**src/rtl/ft2232h_pkg.sv**
```systemverilog
// Shared FT2232H bus types and transmit-state encoding.
// Used by both the transmit and receive sides of the bridge.
package ft2232h_pkg;

    localparam int BUS_W = 8;

    typedef logic [BUS_W-1:0] bus_byte_t;

    typedef enum logic [1:0] {
        ST_IDLE  = 2'd0,
        ST_WRITE = 2'd1,
        ST_HOLD  = 2'd2
    } tx_state_t;

endpackage

```
**src/rtl/ft2232h_tx_fifo.sv**
```systemverilog
// Synchronous byte FIFO with first-word lookahead.
// Also exposes the entry behind the head for back-to-back writes.
module ft2232h_tx_fifo
    import ft2232h_pkg::*;
#(
    parameter int DEPTH = 16
) (
    input  logic                     clk,
    input  logic                     rst_n,
    input  logic                     push,
    input  bus_byte_t                push_data,
    input  logic                     pop,
    output bus_byte_t                head,
    output bus_byte_t                next,
    output logic [$clog2(DEPTH):0]   level
);

    localparam int AW = $clog2(DEPTH);

    bus_byte_t         mem [DEPTH];
    logic [AW-1:0]     rptr;
    logic [AW-1:0]     wptr;
    logic [AW-1:0]     rptr_nx;

    assign rptr_nx = rptr + 1'b1;
    assign head    = mem[rptr];
    assign next    = mem[rptr_nx];

    always_ff @(posedge clk) begin
        if (push) begin
            mem[wptr] <= push_data;
        end
    end

    always_ff @(posedge clk or negedge rst_n) begin
        if (!rst_n) begin
            rptr  <= '0;
            wptr  <= '0;
            level <= '0;
        end else begin
            if (push) begin
                wptr <= wptr + 1'b1;
            end
            if (pop) begin
                rptr <= rptr_nx;
            end
            unique case ({push, pop})
                2'b10:   level <= level + 1'b1;
                2'b01:   level <= level - 1'b1;
                default: level <= level;
            endcase
        end
    end

endmodule

```
**src/rtl/ft2232h_tx.sv**
```systemverilog
// FT2232H synchronous-FIFO transmit side: buffer, WR# sequencer
// and send-immediate (SIWU#) flush after a drained burst.
module ft2232h_tx
    import ft2232h_pkg::*;
#(
    parameter int DEPTH     = 16,
    parameter int SIWU_IDLE = 64
) (
    input  logic                     clkout_i,
    input  logic                     rst_n_i,
    input  logic [7:0]               in_data_i,
    input  logic                     in_valid_i,
    output logic                     in_ready_o,
    input  logic                     txe_n_i,
    input  logic                     rx_active_i,
    output logic                     wr_n_o,
    output logic [7:0]               data_o,
    output logic                     data_oe_o,
    output logic                     siwu_n_o,
    output logic [$clog2(DEPTH):0]   level_o
);

    localparam int LW = $clog2(DEPTH) + 1;
    localparam int CW = $clog2(SIWU_IDLE + 1);
    localparam logic [LW-1:0] FULL = LW'(DEPTH);
    localparam logic [LW-1:0] ONE  = LW'(1);
    localparam logic [CW-1:0] LAST = CW'(SIWU_IDLE - 1);

    tx_state_t  state, state_d;
    logic       wr_n_d, oe_d;
    bus_byte_t  data_d;
    bus_byte_t  head, next;
    logic       push, commit, remain;
    bus_byte_t  after_head;
    logic       flush_armed;
    logic [CW-1:0] idle_cnt;

    assign in_ready_o = (level_o < FULL);
    assign push       = in_valid_i & in_ready_o;
    assign commit     = ~wr_n_o & ~txe_n_i;

    // A lone byte being popped can still chain if a new one arrives now
    assign remain     = (level_o > ONE) | ((level_o == ONE) & push);
    assign after_head = (level_o > ONE) ? next : in_data_i;

    ft2232h_tx_fifo #(
        .DEPTH     (DEPTH)
    ) u_fifo (
        .clk       (clkout_i),
        .rst_n     (rst_n_i),
        .push      (push),
        .push_data (in_data_i),
        .pop       (commit),
        .head      (head),
        .next      (next),
        .level     (level_o)
    );

    always_comb begin
        state_d = state;
        wr_n_d  = wr_n_o;
        oe_d    = data_oe_o;
        data_d  = data_o;
        unique case (state)
            ST_IDLE: begin
                wr_n_d = 1'b1;
                oe_d   = 1'b0;
                if ((level_o != '0) && !txe_n_i && !rx_active_i) begin
                    state_d = ST_WRITE;
                    wr_n_d  = 1'b0;
                    oe_d    = 1'b1;
                    data_d  = head;
                end
            end
            ST_WRITE: begin
                if (commit && remain && !rx_active_i) begin
                    data_d = after_head;
                end else if (commit || rx_active_i) begin
                    state_d = ST_IDLE;
                    wr_n_d  = 1'b1;
                    oe_d    = 1'b0;
                end else begin
                    state_d = ST_HOLD;
                    wr_n_d  = 1'b1;
                end
            end
            ST_HOLD: begin
                if (rx_active_i) begin
                    state_d = ST_IDLE;
                    oe_d    = 1'b0;
                end else if (!txe_n_i) begin
                    state_d = ST_WRITE;
                    wr_n_d  = 1'b0;
                end
            end
            default: begin
                state_d = ST_IDLE;
                wr_n_d  = 1'b1;
                oe_d    = 1'b0;
            end
        endcase
    end

    always_ff @(posedge clkout_i or negedge rst_n_i) begin
        if (!rst_n_i) begin
            state     <= ST_IDLE;
            wr_n_o    <= 1'b1;
            data_oe_o <= 1'b0;
            data_o    <= '0;
        end else begin
            state     <= state_d;
            wr_n_o    <= wr_n_d;
            data_oe_o <= oe_d;
            data_o    <= data_d;
        end
    end

    always_ff @(posedge clkout_i or negedge rst_n_i) begin
        if (!rst_n_i) begin
            flush_armed <= 1'b0;
            idle_cnt    <= '0;
            siwu_n_o    <= 1'b1;
        end else begin
            siwu_n_o <= 1'b1;
            if (commit) begin
                flush_armed <= 1'b1;
            end
            if (push) begin
                idle_cnt <= '0;
            end else if (state == ST_IDLE && level_o == '0 && flush_armed) begin
                if (idle_cnt == LAST) begin
                    siwu_n_o    <= 1'b0;
                    idle_cnt    <= '0;
                    flush_armed <= 1'b0;
                end else begin
                    idle_cnt <= idle_cnt + 1'b1;
                end
            end
        end
    end

endmodule
```
**config.mk**
```make
export PLATFORM = sky130hd
export DESIGN_NAME = ft2232h_tx
export DESIGN_NICKNAME = d
export VERILOG_FILES = /design/src/rtl/ft2232h_pkg.sv /design/src/rtl/ft2232h_tx_fifo.sv /design/src/rtl/ft2232h_tx.sv
export SDC_FILE = /design/constraint.sdc
export NUM_CORES = 1
export LEC_CHECK = 0
export CAP_MARGIN = 20
export CELL_PAD_IN_SITES_DETAIL_PLACEMENT = 0
export CELL_PAD_IN_SITES_GLOBAL_PLACEMENT = 1
export CORE_ASPECT_RATIO = 2
export CORE_UTILIZATION = 55
export DETAILED_ROUTE_END_ITERATION = 7
export PLACE_DENSITY_LB_ADDON = 0.12
export SLEW_MARGIN = 20
export SYNTH_ARGS = -nofsm -noshare
export SYNTH_HDL_FRONTEND = slang
export SYNTH_SLANG_ARGS = --single-unit
```
**constraint.sdc**
```tcl
create_clock -name clkout_i -period 7.29 [get_ports clkout_i]
set_input_delay 1.0935 -clock clkout_i [delete_from_list [all_inputs] [get_ports clkout_i]]
set_output_delay 1.0935 -clock clkout_i [all_outputs]
set_load 0.02 [all_outputs]
```
==> results of run 1 <==
cell usage after synthesis (3+ instances only):
| cell | n | area, um2 |
|---|---|---|
| mux4_2 | 56 | 1260 |
| ha_1 | 11 | 138 |
| a2111oi_0 | 7 | 61.3 |
| xor2_1 | 5 | 43.8 |
| buf_2 | 4 | 20.0 |
| nand2_1 | 23 | 86.3 |
| dfrtp_1 | 32 | 801 |
| a311oi_1 | 5 | 43.8 |
| nor3_1 | 5 | 25.0 |
| edfxtp_1 | 128 | 3840 |
| a21boi_0 | 7 | 52.6 |
| nand2b_1 | 11 | 68.8 |
| o21bai_1 | 3 | 22.5 |
| o22ai_1 | 7 | 43.8 |
| nand3_1 | 6 | 30.0 |
| a221oi_1 | 5 | 43.8 |
| a211oi_1 | 13 | 97.6 |
| and2_1 | 16 | 100 |
| nor2_1 | 18 | 67.6 |
| o21ai_0 | 4 | 20.0 |
| clkbuf_1 | 9 | 33.8 |
| a22oi_1 | 4 | 30.0 |
| buf_6 | 3 | 33.8 |
| xnor2_1 | 8 | 70.1 |
| nand4_1 | 5 | 31.3 |
| inv_1 | 9 | 33.8 |
| a21oi_1 | 15 | 75.1 |
| nor2b_1 | 9 | 56.3 |
| mux2i_1 | 17 | 170 |
| buf_4 | 6 | 45.0 |
| and2b_1 | 9 | 67.6 |
power by group:
| group | leakage [nW] | internal, mW | switching, mW |
|---|---|---|---|
| logic | 1.17 | 0.667 | 0.732 |
| registers | 1.56 | 1.09 | 0.151 |
| clock network | 0.267 | 0.447 | 0.391 |
metrics by stage:
| step | instances | hold WS [ns] |
|---|---|---|
| final | 724 | 0.536 |
| after global routing | 724 | 0.562 |
| after CTS | 724 | 0.523 |
| after detailed placement | 692 | 0.510 |
| after global placement | 692 | 0.498 |
| after floorplan | 493 | 0.461 |
registers in the layout, indices dropped and copies added (netlist names):
signal	cells
u_fifo.rptr	4
u_fifo.mem	128
flush_armed	1
state	2
idle_cnt	7
data_oe_o	1
wr_n_o	1
u_fifo.wptr	4
siwu_n_o	1
data_o	8
u_fifo.level	5
worst register-to-register path: cells and delay by family, from the launching register on:
family / cells / cell delay (ns)
and+or+nand+nor: 2 / 0.49
AOI/OAI and AO/OA: 3 / 1.17
DFF: 1 / 0.75
buffers and inverters: 1 / 0.67
how the worst min path moves through the flow:
| stage | endpoint | cells past startpoint | from | slack [ns] |
|---|---|---|---|---|
| global placement | idle_cnt[5] | 1 | idle_cnt[5] | 0.50 |
| global route | idle_cnt[5] | 1 | idle_cnt[5] | 0.56 |
| CTS | idle_cnt[5] | 1 | idle_cnt[5] | 0.52 |
| floorplan | idle_cnt[5] | 1 | idle_cnt[5] | 0.46 |
| finish | data_oe_o | 2 | data_oe_o | 0.54 |
| detailed placement | idle_cnt[5] | 1 | idle_cnt[5] | 0.51 |
routing by layer:
layer	vias to the layer above	global-route usage	part of all wire
li1	2046	-	-
met1	2406	0.314	0.33
met2	197	0.527	0.55
met3	68	0.0429	0.048
met4	0	0.196	0.070
met5	-	0	0
cell type report:
class | count | area, um2 | share of cell area
Timing Repair Buffer | 34 | 323 | 0.0365
Clock inverter | 14 | 120 | 0.0136
Inverter | 9 | 33.8 | 0.00382
Clock buffer | 18 | 429 | 0.0486
Multi-Input combinational cell | 298 | 2990 | 0.339
Sequential cell | 162 | 4700 | 0.532
Tap cell | 189 | 236 | 0.0268
kinds of logic after synthesis:
group           synth area share
compound gates            0.0772
xor+xnor                  0.0145
fa+ha+maj                 0.0175
buf+inv                   0.0223
flops                      0.598
mux                        0.185
simple gates              0.0860
==> reports/results.ini, run 1 <==
[detailed_routing]
via_per_inst = 6.52
drt_iter0_markers = 414
routed-via-count = 4717
finalWirelength_mm = 19.7
drc = 0
routedWlPerCell_um = 27.2
first_pass_iters = 5
postRouteAntennaNets = 0

[yosys]
yosysSeqAreaShare = 0.598
synth_nets = 517
synth-edff-count = 128
yosysUniqueCellTypes = 55
ys_warn_count = 0
postSynthCellCount = 493
synth_ff_type = edfxtp_1
avgSynthCellArea_um2 = 15.9
synthArstFlopShare = 0.210
ys_ff_latch = 162
synthesis.area_mm2 = 0.00786

[floorplan]
io_pins = 30
start_util = 0.566
core_mm2 = 0.0139
die_area_mm2 = 0.0148
die_w_um = 86.5
std_cell_rows = 61
dieHeight_um = 171

[grt]
grt_pass1_wl_mm = 30.0
antenna_found_initial = 0
overflow = 0
grt_pass1_vias = 4992
grt_start_max_net_pins = 43
grt_use_total = 0.294

[setup_path]
setup.worst_path.end = u_fifo.mem[9][6]
crit_arrival_ns = 3.60
path_class = in -> reg
r2r-start = u_fifo.rptr[0]
rr_worst_depth = 6
cp_slowest_cell = nor2b_1
crit_chain = clkdlybuf4s50_1, nor2b_1, inv_1, nor3b_1, and2_1
required_ns = 7.37
critPathBufInv = 2
cp-startpoint = in_valid_i
cpPeakStageDelay_ns = 0.78
cp_max_fo = 15
crit_family = simple AND/OR/NAND/NOR gates
crit_path_end_kind = flip-flop
r2r_end = data_o[5]
start_kind = input pin
worst-path-stages = 5
worst-r2r-setup-slack_ns = 4.03

[clock_network]
postCtsHoldBufs = 0
cts_tree = built
postCtsSetupBuffers = 0
cts_made_buffers = 17
cts_root_buffer = clkbuf_16
cts_resized = 0
clkLatencyLatePin_ns = 0.43
htreeDepth = 4
clk_pin_slew_worst_paths_ns = 0.07
clockBufferDepth = 2
cts.sinks = 162

[placed_design]
place.gp.congestion = 0.877
dpl-instance-area_mm2 = 0.00829
pre_cts_ws_ns = 3.28
io_buffers = 29
dp_hpwl_mm = 14.4

[power]
cellPowerDensity_mw_per_mm2 = 394
vdd_drop_max_v = 0.000244
leakagePower_nw = 3.00
p_total_mw = 3.48

[final_layout]
final_cell_mix = edfxtp_1 (128), mux4_2 (56), dfrtp_1 (30)
n_fill_cell = 1068
final_common_cell = edfxtp_1
fin_util = 0.636
drive_gt1_frac = 0.206
design_area_mm2 = 0.00884
antenna_cells = 0
nets = 546
area_growth_pct = 12.4

[sta]
finalSetupViolCount = 0
setup_ws_ns = 3.77
worstMarginPinSlew_ns = 0.967
tns_ns = 0
drv_slew = 0
clock.fmax_mhz = 284
grt_setup_unrepaired = no
relSlewSlack = 0.354
clock-skew-final_ns = 0.0112
hold_violations = 0
min_period_ns = 3.52
fin_crit_sh = 0.483

[min_path]
min_path_type = reg -> reg

[job]
maxCapViolations = 0

[outcome]
status = completed

Note: power is estimated with default switching activity, not from simulation.
==> inputs of run 2 (changes only) <==
- CORE_UTILIZATION: 55 -> 47
- clock period: 7.29 -> 3 ns (I/O delays scaled with it)
==> run 2 against run 1 <==
Global-route usage is 4.9 points lower. Highest routed layer unchanged. First-iteration DRC count is 26% lower. Combinational power grew to 2.6 times the previous value. Worst setup slack worse by 3.3 ns. Die area is 17% higher. Routed wire length is 2.3% lower. Sequential power is 140% higher. Clock power grew to 2.6 times the previous value. Via count is 1.8% lower. Register-to-register slack worse by 3.6 ns. Critical path type is now reg -> reg. Largest power group unchanged. Cell count is 4.0% higher. Design area is 2.3% higher.
==> reports/results.ini, run 2 (synthesized netlist as in run 1, its figures left out) <==
[placed_design]
place.gp.congestion = 0.849  ; -3.1%
dp_hpwl_mm = 14.5  ; +0.61%
pre_cts_ws_ns = 0.439  ; -2.84 ns
io_buffers = 29  ; unchanged
dp.cells = 721  ; +4.2%

[sta]
clock-skew-final_ns = 0.0134  ; +0.00219 ns
whs_ns = 0.161  ; -0.375 ns
fin_crit_sh = 0.849
min_period_ns = 2.55
worstMarginPinSlew_ns = 0.941  ; -0.0265 ns
setup_ws_ns = 0.454  ; -3.32 ns
grt_setup_unrepaired = no
finalSetupViolCount = 0  ; unchanged
relSlewSlack = 0.373  ; +0.0190
hold_violations = 0  ; unchanged
drv_slew = 0  ; unchanged
clock.fmax_mhz = 393
tns_ns = 0  ; unchanged

[grt]
grt_pass1_vias = 4933  ; -1.2%
grt_use_met2 = 0.477  ; -0.0499
antenna_found_initial = 0  ; unchanged
grtUsageMet3 = 0.0382  ; -0.00476
grt_start_max_net_pins = 45  ; +4.7%
use_met1 = 0.253  ; -0.0612
overflow = 0  ; unchanged
grt_use_total = 0.245  ; -0.0488
busiest_layer = met2
grt_pass1_wl_mm = 29.5  ; -1.7%

[setup_path]
crit_arrival_ns = 2.88  ; -0.72 ns
worst-r2r-setup-slack_ns = 0.45  ; -3.58 ns
rr_worst_depth = 7  ; +1
required_ns = 3.34  ; -4.03 ns
r2r_end = data_o[0]
cp_max_fo = 9  ; -6
start_kind = flip-flop
crit_path_end_kind = flip-flop
path_class = reg -> reg
r2r-start = u_fifo.level[0]

[final_layout]
n_fill_cell = 1294  ; +21%
top_regs = u_fifo.mem x128, data_o x8, idle_cnt x7
final_cells = 753  ; +4.0%
final_cell_mix = edfxtp_1 (128), mux4_2 (56), dfrtp_1 (30)
multi_input_area_mm2 = 0.00299  ; -0.17%
antenna_cells = 0  ; unchanged
area_growth_pct = 15.1
nets = 560  ; +2.6%
drive_gt1_frac = 0.222  ; +0.0166
seqCellArea_mm2 = 0.00470  ; unchanged
final_common_cell = edfxtp_1
largest_reg_flops = 128  ; unchanged
max_flop_register = u_fifo.mem

[floorplan]
die_area_mm2 = 0.0173  ; +17%
io_pins = 30  ; unchanged
die_w_um = 93.4  ; +8.0%
std_cell_rows = 66  ; +8.2%
core_mm2 = 0.0163  ; +17%
dieHeight_um = 185  ; +8.1%
start_util = 0.483  ; -0.0827

[clock_network]
postCtsHoldBufs = 0  ; unchanged
cts_resized = 0  ; unchanged
cts_tree = built
clockBufferDepth = 2  ; unchanged
clkLatencyLatePin_ns = 0.42  ; about the same
cts.sinks = 162  ; unchanged
htreeDepth = 4  ; unchanged
clk_pin_slew_worst_paths_ns = 0.06  ; about the same
cts_root_buffer = clkbuf_16
cts_made_buffers = 17  ; unchanged
postCtsSetupBuffers = 0  ; unchanged

[detailed_routing]
finalWirelength_mm = 19.3  ; -2.3%
postRouteAntennaNets = 0  ; unchanged
first_pass_iters = 4  ; -1
via_per_inst = 6.15  ; -5.6%
drt_iter0_markers = 306  ; -26%
routedWlPerCell_um = 25.6  ; -6.1%
routed-via-count = 4630  ; -1.8%
drc = 0  ; unchanged

[power]
p_total_mw = 8.74  ; +150%
cellPowerDensity_mw_per_mm2 = 966  ; +150%
leakagePower_nw = 3.11  ; +3.6%
vdd_drop_max_v = 0.000566  ; +130%

[job]
maxCapViolations = 0  ; unchanged

[outcome]
status = completed

[min_path]
min_path_type = in -> async

[run 2: routing by layer]
metal  wire (um)  share of wire
met1        6600           0.34
met2       11600           0.60
met3         599          0.031
met4         463          0.024
met5           0              0
[run 2: final cells by class]
cell class / instances / share of cell area
timing repair buffer: 48 / 0.0515
inverter: 9 / 0.00374
multi-input combinational: 298 / 0.330
tap: 204 / 0.0282
clock inverter: 10 / 0.0138
clock buffer: 22 / 0.0524
sequential: 162 / 0.520
[run 2: through the flow]
| stage | instance area [um2] | util |
|---|---|---|
| final | 9040 | 0.556 |
| after CTS | 9040 | 0.556 |
| after detailed placement | 8440 | 0.519 |
| after global placement | 8440 | 0.519 |
| after global routing | 9040 | 0.556 |
| after floorplan | 7860 | - |
[run 2: worst max path at each step]
stage          slack [ns]  cells after the start        end            start
2_1_floorplan        0.64                      7  data_o[1]   u_fifo.rptr[1]
3_3_place_gp         0.43                      4  data_o[5]   u_fifo.rptr[0]
3_5_place_dp         0.44                      6  data_o[1]          txe_n_i
4_1_cts              0.43                      6  data_o[1]   u_fifo.rptr[0]
5_1_grt              0.31                      4  data_o[5]   u_fifo.rptr[0]
6_report             0.45                      7  data_o[0]  u_fifo.level[0]
[run 2: where the power goes]
group          switching (mW)  internal, mW  leakage, nW
logic                    1.89          1.76         1.26
clock network           0.861          1.30        0.291
registers               0.267          2.66         1.56
total                    3.02          5.72         3.11
[run 2: critical path: stages, from the launching register on]
cell      delay [ns]
dfrtp_1         0.47
inv_1           0.12
ha_1            0.21
or4b_4          0.52
nand3_1         0.55
a221o_1         0.27
o221ai_1        0.12
a31oi_1         0.19
==> inputs of run 3 (changes only) <==
- CORE_UTILIZATION: 47 -> 52
- clock period: 3 -> 2.5 ns (I/O delays scaled with it)
==> run 3 against run 2 <==
Fmax increased by 8.3%. Core utilization increased by 6.8 points. Clock skew decreased by 0.0058 ns. Critical path type unchanged. Critical endpoint is now data_o[7].
==> reports/results.ini, run 3 (synthesized netlist as in run 1, its figures left out) <==
[final_layout]
final_common_cell = edfxtp_1
multi_input_area_mm2 = 0.00299  ; about the same
area_growth_pct = 17.6
n_fill_cell = 1176  ; -9.1%
antenna_cells = 0  ; unchanged
fin_util = 0.624  ; +0.0678
drive_gt1_frac = 0.262  ; +0.0395
final_cell_mix = edfxtp_1 (128), mux4_2 (56), buf_4 (41)
nets = 588  ; +5.0%
largest_reg_flops = 128  ; unchanged
seqCellArea_mm2 = 0.00470  ; unchanged
max_flop_register = u_fifo.mem
top_regs = u_fifo.mem x128, data_o x8, idle_cnt x7
design_area_mm2 = 0.00924  ; +2.2%

[placed_design]
dp_hpwl_mm = 13.7  ; -5.5%
place.gp.congestion = 0.873  ; +2.9%
pre_cts_ws_ns = 0.0510  ; -0.388 ns
dpl-instance-area_mm2 = 0.00868  ; +2.8%
io_buffers = 29  ; unchanged

[clock_network]
postCtsHoldBufs = 0  ; unchanged
htreeDepth = 4  ; unchanged
cts_root_buffer = clkbuf_16
clkLatencyLatePin_ns = 0.43  ; about the same
clk_pin_slew_worst_paths_ns = 0.07  ; about the same
cts_tree = built
cts_made_buffers = 17  ; unchanged
postCtsSetupBuffers = 0  ; unchanged
clockBufferDepth = 2  ; unchanged
cts.sinks = 162  ; unchanged

[setup_path]
required_ns = 2.79  ; -0.55 ns
crit_path_end_kind = flip-flop
start_kind = flip-flop
path_class = reg -> reg
crit_family = compound AO/OA/AOI/OAI gates
cp_slowest_cell = mux4_2
cp_max_fo = 19  ; +10
crit_chain = buf_12, buf_4, mux4_2, a21boi_0, a2111oi_1, a211oi_1
cpPeakStageDelay_ns = 0.55  ; about the same
crit_arrival_ns = 2.64  ; -0.24 ns
critPathBufInv = 2  ; +1

[floorplan]
start_util = 0.530  ; +0.0472
std_cell_rows = 63  ; -4.5%
io_pins = 30  ; unchanged
dieHeight_um = 176  ; -4.9%
die_w_um = 88.9  ; -4.8%
core_mm2 = 0.0148  ; -8.9%
die_area_mm2 = 0.0156  ; -9.5%

[grt]
grt_pass1_vias = 5084  ; +3.1%
overflow = 0  ; unchanged
grt_pass1_wl_mm = 28.9  ; -2.0%
grt_start_max_net_pins = 35  ; -22%
grt_use_total = 0.265  ; +0.0197
antenna_found_initial = 0  ; unchanged

[power]
vdd_drop_max_v = 0.000600  ; +6.0%
p_int_mw = 6.79  ; +19%
leakagePower_nw = 3.24  ; +4.3%
pwr-share-clk = 0.235  ; -0.013
cellPowerDensity_mw_per_mm2 = 1120  ; +16%
switchingPower_mw = 3.58  ; +18%
comb_power_share = 0.434  ; +0.016
p_seq_frac = 0.331  ; -0.004
power.share.switching = 0.345  ; -0.000770

[detailed_routing]
routed-via-count = 4783  ; +3.3%
routedWlPerCell_um = 24.2  ; -5.4%
drt_iter0_markers = 286  ; -6.5%
via_per_inst = 6.20  ; +0.76%
drc = 0  ; unchanged
postRouteAntennaNets = 0  ; unchanged
finalWirelength_mm = 18.7  ; -3.0%
first_pass_iters = 5  ; +1

[min_path]
min_path_type = in -> async

[sta]
worstMarginPinSlew_ns = 0.900  ; -0.0409 ns
grt_setup_unrepaired = no
finalSetupViolCount = 0  ; unchanged
relSlewSlack = 0.400  ; +0.0272
clock.fmax_mhz = 426  ; +8.3%
fin_crit_sh = 0.940  ; +0.0912
tns_ns = 0  ; unchanged
drv_slew = 0  ; unchanged
clock-skew-final_ns = 0.00761  ; -0.00578 ns
setup_ws_ns = 0.150  ; -0.304 ns
hold_violations = 0  ; unchanged
min_period_ns = 2.35  ; -0.196 ns

[outcome]
status = completed

[job]
maxCapViolations = 0  ; unchanged

run 3: cell types whose count changed in the layout (fill, tap and decap cells not counted):
| cell | change |
|---|---|
| clkbuf_16 | +1 |
| buf_4 | +25 |
| clkinv_2 | +3 |
| clkinvlp_4 | +1 |
| clkbuf_1 | -1 |
| a2111oi_0 | -1 |
| clkbuf_8 | -1 |
| buf_12 | +3 |
| bufinv_16 | -2 |
| clkinv_4 | -1 |
| a2111oi_1 | +1 |
run 3: path summary, 6_finish.rpt:
path,start,end,slack [ns],cells after the start
min in group clkout_i,idle_cnt[5],idle_cnt[5],0.51,1
max in group asynchronous,rst_n_i,u_fifo.rptr[0],1.75,1
worst min-delay path,rst_n_i,u_fifo.level[2],0.06,1
worst min register to register,idle_cnt[5],idle_cnt[5],0.51,1
worst max register to register,u_fifo.rptr[0],data_o[7],0.15,6
worst max-delay path,u_fifo.rptr[0],data_o[7],0.15,6
run 3: per-layer routing:
metal  up-vias  routed length, um  global-route usage
li1       2131                  -                   -
met2       130              10500               0.479
met4         0                822               0.137
met1      2474               6620               0.289
met5         -                  0                   0
met3        48                707              0.0428
run 3: cell type report:
class                           count  area share
Clock buffer                       21      0.0521
Clock inverter                     11     0.00853
Inverter                            9     0.00366
Multi-Input combinational cell    298       0.323
Sequential cell                   162       0.509
Tap cell                          195      0.0264
Timing Repair Buffer               76      0.0772
run 3: stage by stage:
stage	hold slack (ns)	std cells	total power [mW]
2_1_floorplan	0.0794	493	6.55
3_3_place_gp	0.483	740	7.94
3_5_place_dp	0.502	740	7.99
4_1_cts	0.0820	772	10.4
5_1_grt	0.103	772	10.9
6_report	0.0649	772	10.4
run 3: what timing repair did:
item	CTS	global route
endpoints found under the setup margin	0	1
hold endpoints to repair	0	0
resized for setup	0	1
run 3: power groups by stage:
stage / registers (mW) / clock network [mW] / logic, mW
CTS: 3.42 / 2.47 / 4.54
global placement: 3.46 / 0 / 4.49
global route: 3.46 / 2.58 / 4.85
detailed placement: 3.48 / 0 / 4.51
finish: 3.43 / 2.44 / 4.50
floorplan: 3.55 / 0 / 3.00
==> edit 1 (flow settings as in run 3) <==
Re-encode `tx_state_t` (3 states) as one-hot, 3 bits wide.
--- a/src/rtl/ft2232h_pkg.sv
+++ b/src/rtl/ft2232h_pkg.sv
@@ -8,6 +8,6 @@
 
-    typedef enum logic [1:0] {
-        ST_IDLE  = 2'd0,
-        ST_WRITE = 2'd1,
-        ST_HOLD  = 2'd2
+    typedef enum logic [2:0] {
+        ST_IDLE  = 3'b001,
+        ST_WRITE = 3'b010,
+        ST_HOLD  = 3'b100
     } tx_state_t;
Function: same outputs for any inputs over 4 cycles, from zero or initial values and one cycle with rst_n_i low; so few cycles prove little.
==> edit 1 against run 3 <==
- die area increased by 2.7%
- final cell count is 1.3% higher
- final area increased by 0.93%
- synthesized area rose by 2.7%
- total power rose by 5.8%
- maximum frequency rose by 4.2%
- worst setup slack better by 0.094 ns
- wire length rose by 2.2%
- sequential cell count grew 1
- critical endpoint is now idle_cnt[5]
==> edit 1: results (changes against run 3) <==
| Metric | Value |
|---|---|
| Outcome | `finished, final reports clean (unchanged)` |
| Cells taking the most area after synthesis | `edfxtp_1, mux4_2, dfrtp_1, mux2i_1, nand3_1 (was edfxtp_1, mux4_2, dfrtp_1, mux2i_1, ha_1)` |
| Post-route clock skew | `0.0112 ns (was 0.00761 ns)` |
| CP peak stage delay | `0.50 ns (was 0.55 ns)` |
| Netlist cell types | `57 (was 55)` |
| Share of post-route cells with drive strength above 1 | `24.8% (was 26.2%)` |
| Register area share after synthesis | `58.5% (was 59.8%)` |
| Initial DRC count | `268 (was 286)` |
| Synth cell count leaders | `edfxtp_1, mux2i_1, mux4_2, nand3_1, dfrtp_1 (was edfxtp_1, mux4_2, dfrtp_1, nand2_1, nor2_1)` |
| Post-synthesis async set-or-reset flop share | `21.5% (was 21.0%)` |
| Nets | `595 (was 588)` |
| Final GP Congestion | `0.829 (was 0.873)` |
| Critical-path top delay cell | `nor4b_2 (was mux4_2)` |
| First-pass GRT wire length | `29400 µm (was 28900 µm)` |
| Place WS | `0.183 ns (was 0.0510 ns)` |
| Post-Route WL | `19100 µm (was 18700 µm)` |
| Syn nets | `540 (was 517)` |
| Total Routing Usage GR | `25.7% (was 26.5%)` |
| Met1 usage | `24.4% (was 28.9%)` |
| HPWL after DPL | `13700 µm (about the same)` |
| Met2 Use GR | `51.1% (was 47.9%)` |
| Worst setup startpoint | `u_fifo.level[0] (was u_fifo.rptr[0])` |
| IR drop worst, VDD | `0.862 mV (was 0.600 mV)` |
| Fillers | `1187 (was 1176)` |
| Largest net degree at the start of global routing | `53 (was 35)` |
| Crit path DAT | `2.58 ns (was 2.64 ns)` |
| Worst-margin pin slew | `0.916 ns (was 0.900 ns)` |
| DR vias | `4827 (was 4783)` |
| CP max FO | `8 (was 19)` |
| Vias in the first global route | `5288 (was 5084)` |
| Met3 Usage GRT | `4.18% (was 4.28%)` |
-- edit 1: worst paths after layout --
path	to	slack [ns]	cells after the start
max	idle_cnt[5]	0.24	6
min	state[2]	0.09	1
max reg2reg	idle_cnt[5]	0.24	6
min reg2reg	data_oe_o	0.48	1
max in group asynchronous	u_fifo.rptr[0]	1.79	1
min in group clkout_i	data_oe_o	0.48	1
-- edit 1: area by class of cell --
cell class / instances / share of cell area (%)
Sequential cell: 163 / 50.7
Multi-Input combinational cell: 307 / 33.0
Timing Repair Buffer: 65 / 6.36
Clock buffer: 20 / 4.68
Tap cell: 198 / 2.66
Clock inverter: 12 / 1.96
Inverter: 17 / 0.684
-- edit 1: power breakdown --
part / internal, W / leakage, nW / switching (W) / total, W
registers: 0.00319 / 1.57 / 0.000313 / 0.00351
clock network: 0.00168 / 0.291 / 0.00105 / 0.00273
logic: 0.00221 / 1.50 / 0.00253 / 0.00474
total: 0.00708 / 3.36 / 0.00390 / 0.0110
-- edit 1: stage by stage --
stage	cell area [µm²]	total power, W	hold slack, ns	instances
CTS	9330	0.0110	0.0960	782
global placement	8710	0.00820	0.468	750
global route	9330	0.0115	0.124	782
finish	9330	0.0110	0.0857	782
detailed placement	8710	0.00830	0.473	750
floorplan	8080	0.00703	0.0794	516
-- edit 1: routing by layer --
layer  wire length (µm)  vias up
met1               6290     2439
met2              11400      159
met3                631       60
li1                   -     2169
met4                826        0
met5                  0        -
-- edit 1: worst register-to-register path, delay by kind of cell (launching register included) --
kind | cells | cell delay (ns)
simple gates | 2 | 1.00
compound gates | 2 | 0.42
fa+ha+maj | 1 | 0.16
buf+inv | 1 | 0.12
flops | 1 | 0.47
-- edit 1: cells by family (layout without fill, tap and decap cells) --
| group | count (synthesis) | in the layout | synth area share [%] |
|---|---|---|---|
| fa+ha+maj | 11 | 11 | 1.70 |
| mux | 97 | 97 | 20.0 |
| flops | 163 | 163 | 58.5 |
| simple gates | 119 | 119 | 8.01 |
| compound gates | 64 | 64 | 6.45 |
| xor+xnor | 16 | 16 | 1.92 |
| buf+inv | 46 | 114 | 3.41 |
==> edit 2 (settings of run 3) <==
Made on the original files. `DEPTH` is set to 16 in 2 places; all go to 32.
--- a/src/rtl/ft2232h_tx_fifo.sv
+++ b/src/rtl/ft2232h_tx_fifo.sv
@@ -5,3 +5,3 @@
 #(
-    parameter int DEPTH = 16
+    parameter int DEPTH = 32
 ) (
--- a/src/rtl/ft2232h_tx.sv
+++ b/src/rtl/ft2232h_tx.sv
@@ -5,3 +5,3 @@
 #(
-    parameter int DEPTH     = 16,
+    parameter int DEPTH     = 32,
     parameter int SIWU_IDLE = 64
Interface: changed (resized level_o); port bits go from 30 to 31. The function was not compared with the original's and may differ.
==> edit 2 against run 3 <==
- sequential cell count rose by 131
- non-clock buffer count rose by 67
- first-iteration DRC count rose to 3.3 times the old value
- count of clock-buffer cells in the layout rose by 11
- final area rose by 81%
- worst hold slack improved by 0.31 ns
- largest cell class unchanged
- synthesized area rose by 84%
- utilization fell by 1.5 points
- worst setup slack got worse by 0.067 ns
- wire length rose by 110%
- total power rose by 95%
==> edit 2: results (changes against run 3) <==
| Metric | Value |
|---|---|
| Outcome | `finished, final reports clean (unchanged)` |
| Net switching power | `0.00740 W (was 0.00358 W)` |
| Sequential share of power | `29.9% (was 33.1%)` |
| Max clock buf depth | `3 (was 2)` |
| CP peak stage delay | `0.50 ns (was 0.55 ns)` |
| Share of post-route cells with drive strength above 1 | `26.3% (was 26.2%)` |
| Syn nets | `945 (was 517)` |
| Largest net degree at the start of global routing | `50 (was 35)` |
| Total Routing Usage GR | `28.5% (was 26.5%)` |
| Ys Warns | `0 (unchanged)` |
| Post-synthesis compound-gate area fraction | `5.98% (was 7.72%)` |
| HPWL after DPL | `29200 µm (was 13700 µm)` |
| CTS buffer count | `27 (was 17)` |
| Met2 Use GR | `53.7% (was 47.9%)` |
| Met3 WL | `1950 µm (was 707 µm)` |
| Combinational power | `0.0101 W (was 0.00450 W)` |
| Slew headroom | `37.8% (was 40.0%)` |
| Met1 usage | `31.1% (was 28.9%)` |
| Wire length on met2 | `22300 µm (was 10500 µm)` |
| First-pass GRT wire length | `58900 µm (was 28900 µm)` |
| H-tree depth | `1 (was 4)` |
| Met3 Usage GRT | `2.84% (was 4.28%)` |
| Setup ws final | `0.0830 ns (was 0.150 ns)` |
| Multiplexer share of the synthesized area | `21.2% (was 18.5%)` |
| Adder-cell share of the synthesized area | `0.864% (was 1.75%)` |
| Nets | `1056 (was 588)` |
| Wire per inst | `28.4 µm (was 24.2 µm)` |
| Vias in the first global route | `9499 (was 5084)` |
| IR drop worst, VDD | `0.657 mV (was 0.600 mV)` |
| Post-route clock skew | `0.0161 ns (was 0.00761 ns)` |
| Vias per std cell | `6.53 (was 6.20)` |
| Netlist cell types | `72 (was 55)` |
| Worst-case reg-to-reg path depth | `10 (was 6)` |
| Cells after DPL | `1346 (was 740)` |
| Critical-path top delay cell | `dfrtp_4 (was mux4_2)` |
| Cells taking the most area after synthesis | `edfxtp_1, mux4_2, dfrtp_1, mux2i_1, mux4_1 (was edfxtp_1, mux4_2, dfrtp_1, mux2i_1, ha_1)` |
| Register area share after synthesis | `59.5% (was 59.8%)` |
| Initial DRC count | `931 (was 286)` |
| Post-Route WL | `39800 µm (was 18700 µm)` |
| Synth cell count leaders | `edfxtp_1, mux4_2, nand2_1, mux2i_1, nor2_1 (was edfxtp_1, mux4_2, dfrtp_1, nand2_1, nor2_1)` |
| Hold_ws | `0.373 ns (was 0.0649 ns)` |
| Crit path DAT | `2.84 ns (was 2.64 ns)` |
| Synthesis-stage register bit count | `293 (was 162)` |
| Place WS | `-0.104 ns (was 0.0510 ns)` |
| Worst-Skew Late Latency | `0.56 ns (was 0.43 ns)` |
| Placed Area | `15700 µm² (was 8680 µm²)` |
| CP max FO | `6 (was 19)` |
| IO Port Bufs | `30 (was 29)` |
| M1 WL | `13400 µm (was 6620 µm)` |
| Post-synth EDFFs | `256 (was 128)` |
| Final GP Congestion | `0.977 (was 0.873)` |
| Post-synthesis xor/xnor area fraction | `1.44% (was 1.45%)` |
| Largest registers | `u_fifo.mem (256), data_o (8), idle_cnt (7) (was u_fifo.mem (128), data_o (8), idle_cnt (7))` |
edit 2: area by class of cell:
type,count,area [µm²]
Clock buffer,32,694
Timing Repair Buffer,143,1300
Tap cell,352,440
Inverter,8,30.0
Sequential cell,293,8620
Multi-Input combinational cell,560,5450
Clock inverter,15,159
Fill cell,2040,10700
edit 2: final timing paths:
kind	startpoint	to
max	u_fifo.rptr[0]	data_o[3]
min	rst_n_i	idle_cnt[3]
max reg2reg	u_fifo.rptr[0]	data_o[3]
min reg2reg	data_oe_o	data_oe_o
max in group asynchronous	rst_n_i	data_o[2]
min in group clkout_i	in_data_i[1]	u_fifo.mem[15][1]
edit 2: what timing repair did:
| item | in CTS | in global routing |
|---|---|---|
| gates resized for setup | 1 | 15 |
| gates cloned | 0 | 2 |
| endpoints found under the hold margin | 21 | 0 |
| hold buffers | 1 | 0 |
| pin swaps | 1 | 3 |
| setup endpoints to repair | 5 | 8 |
| buffers inserted | 2 | 5 |
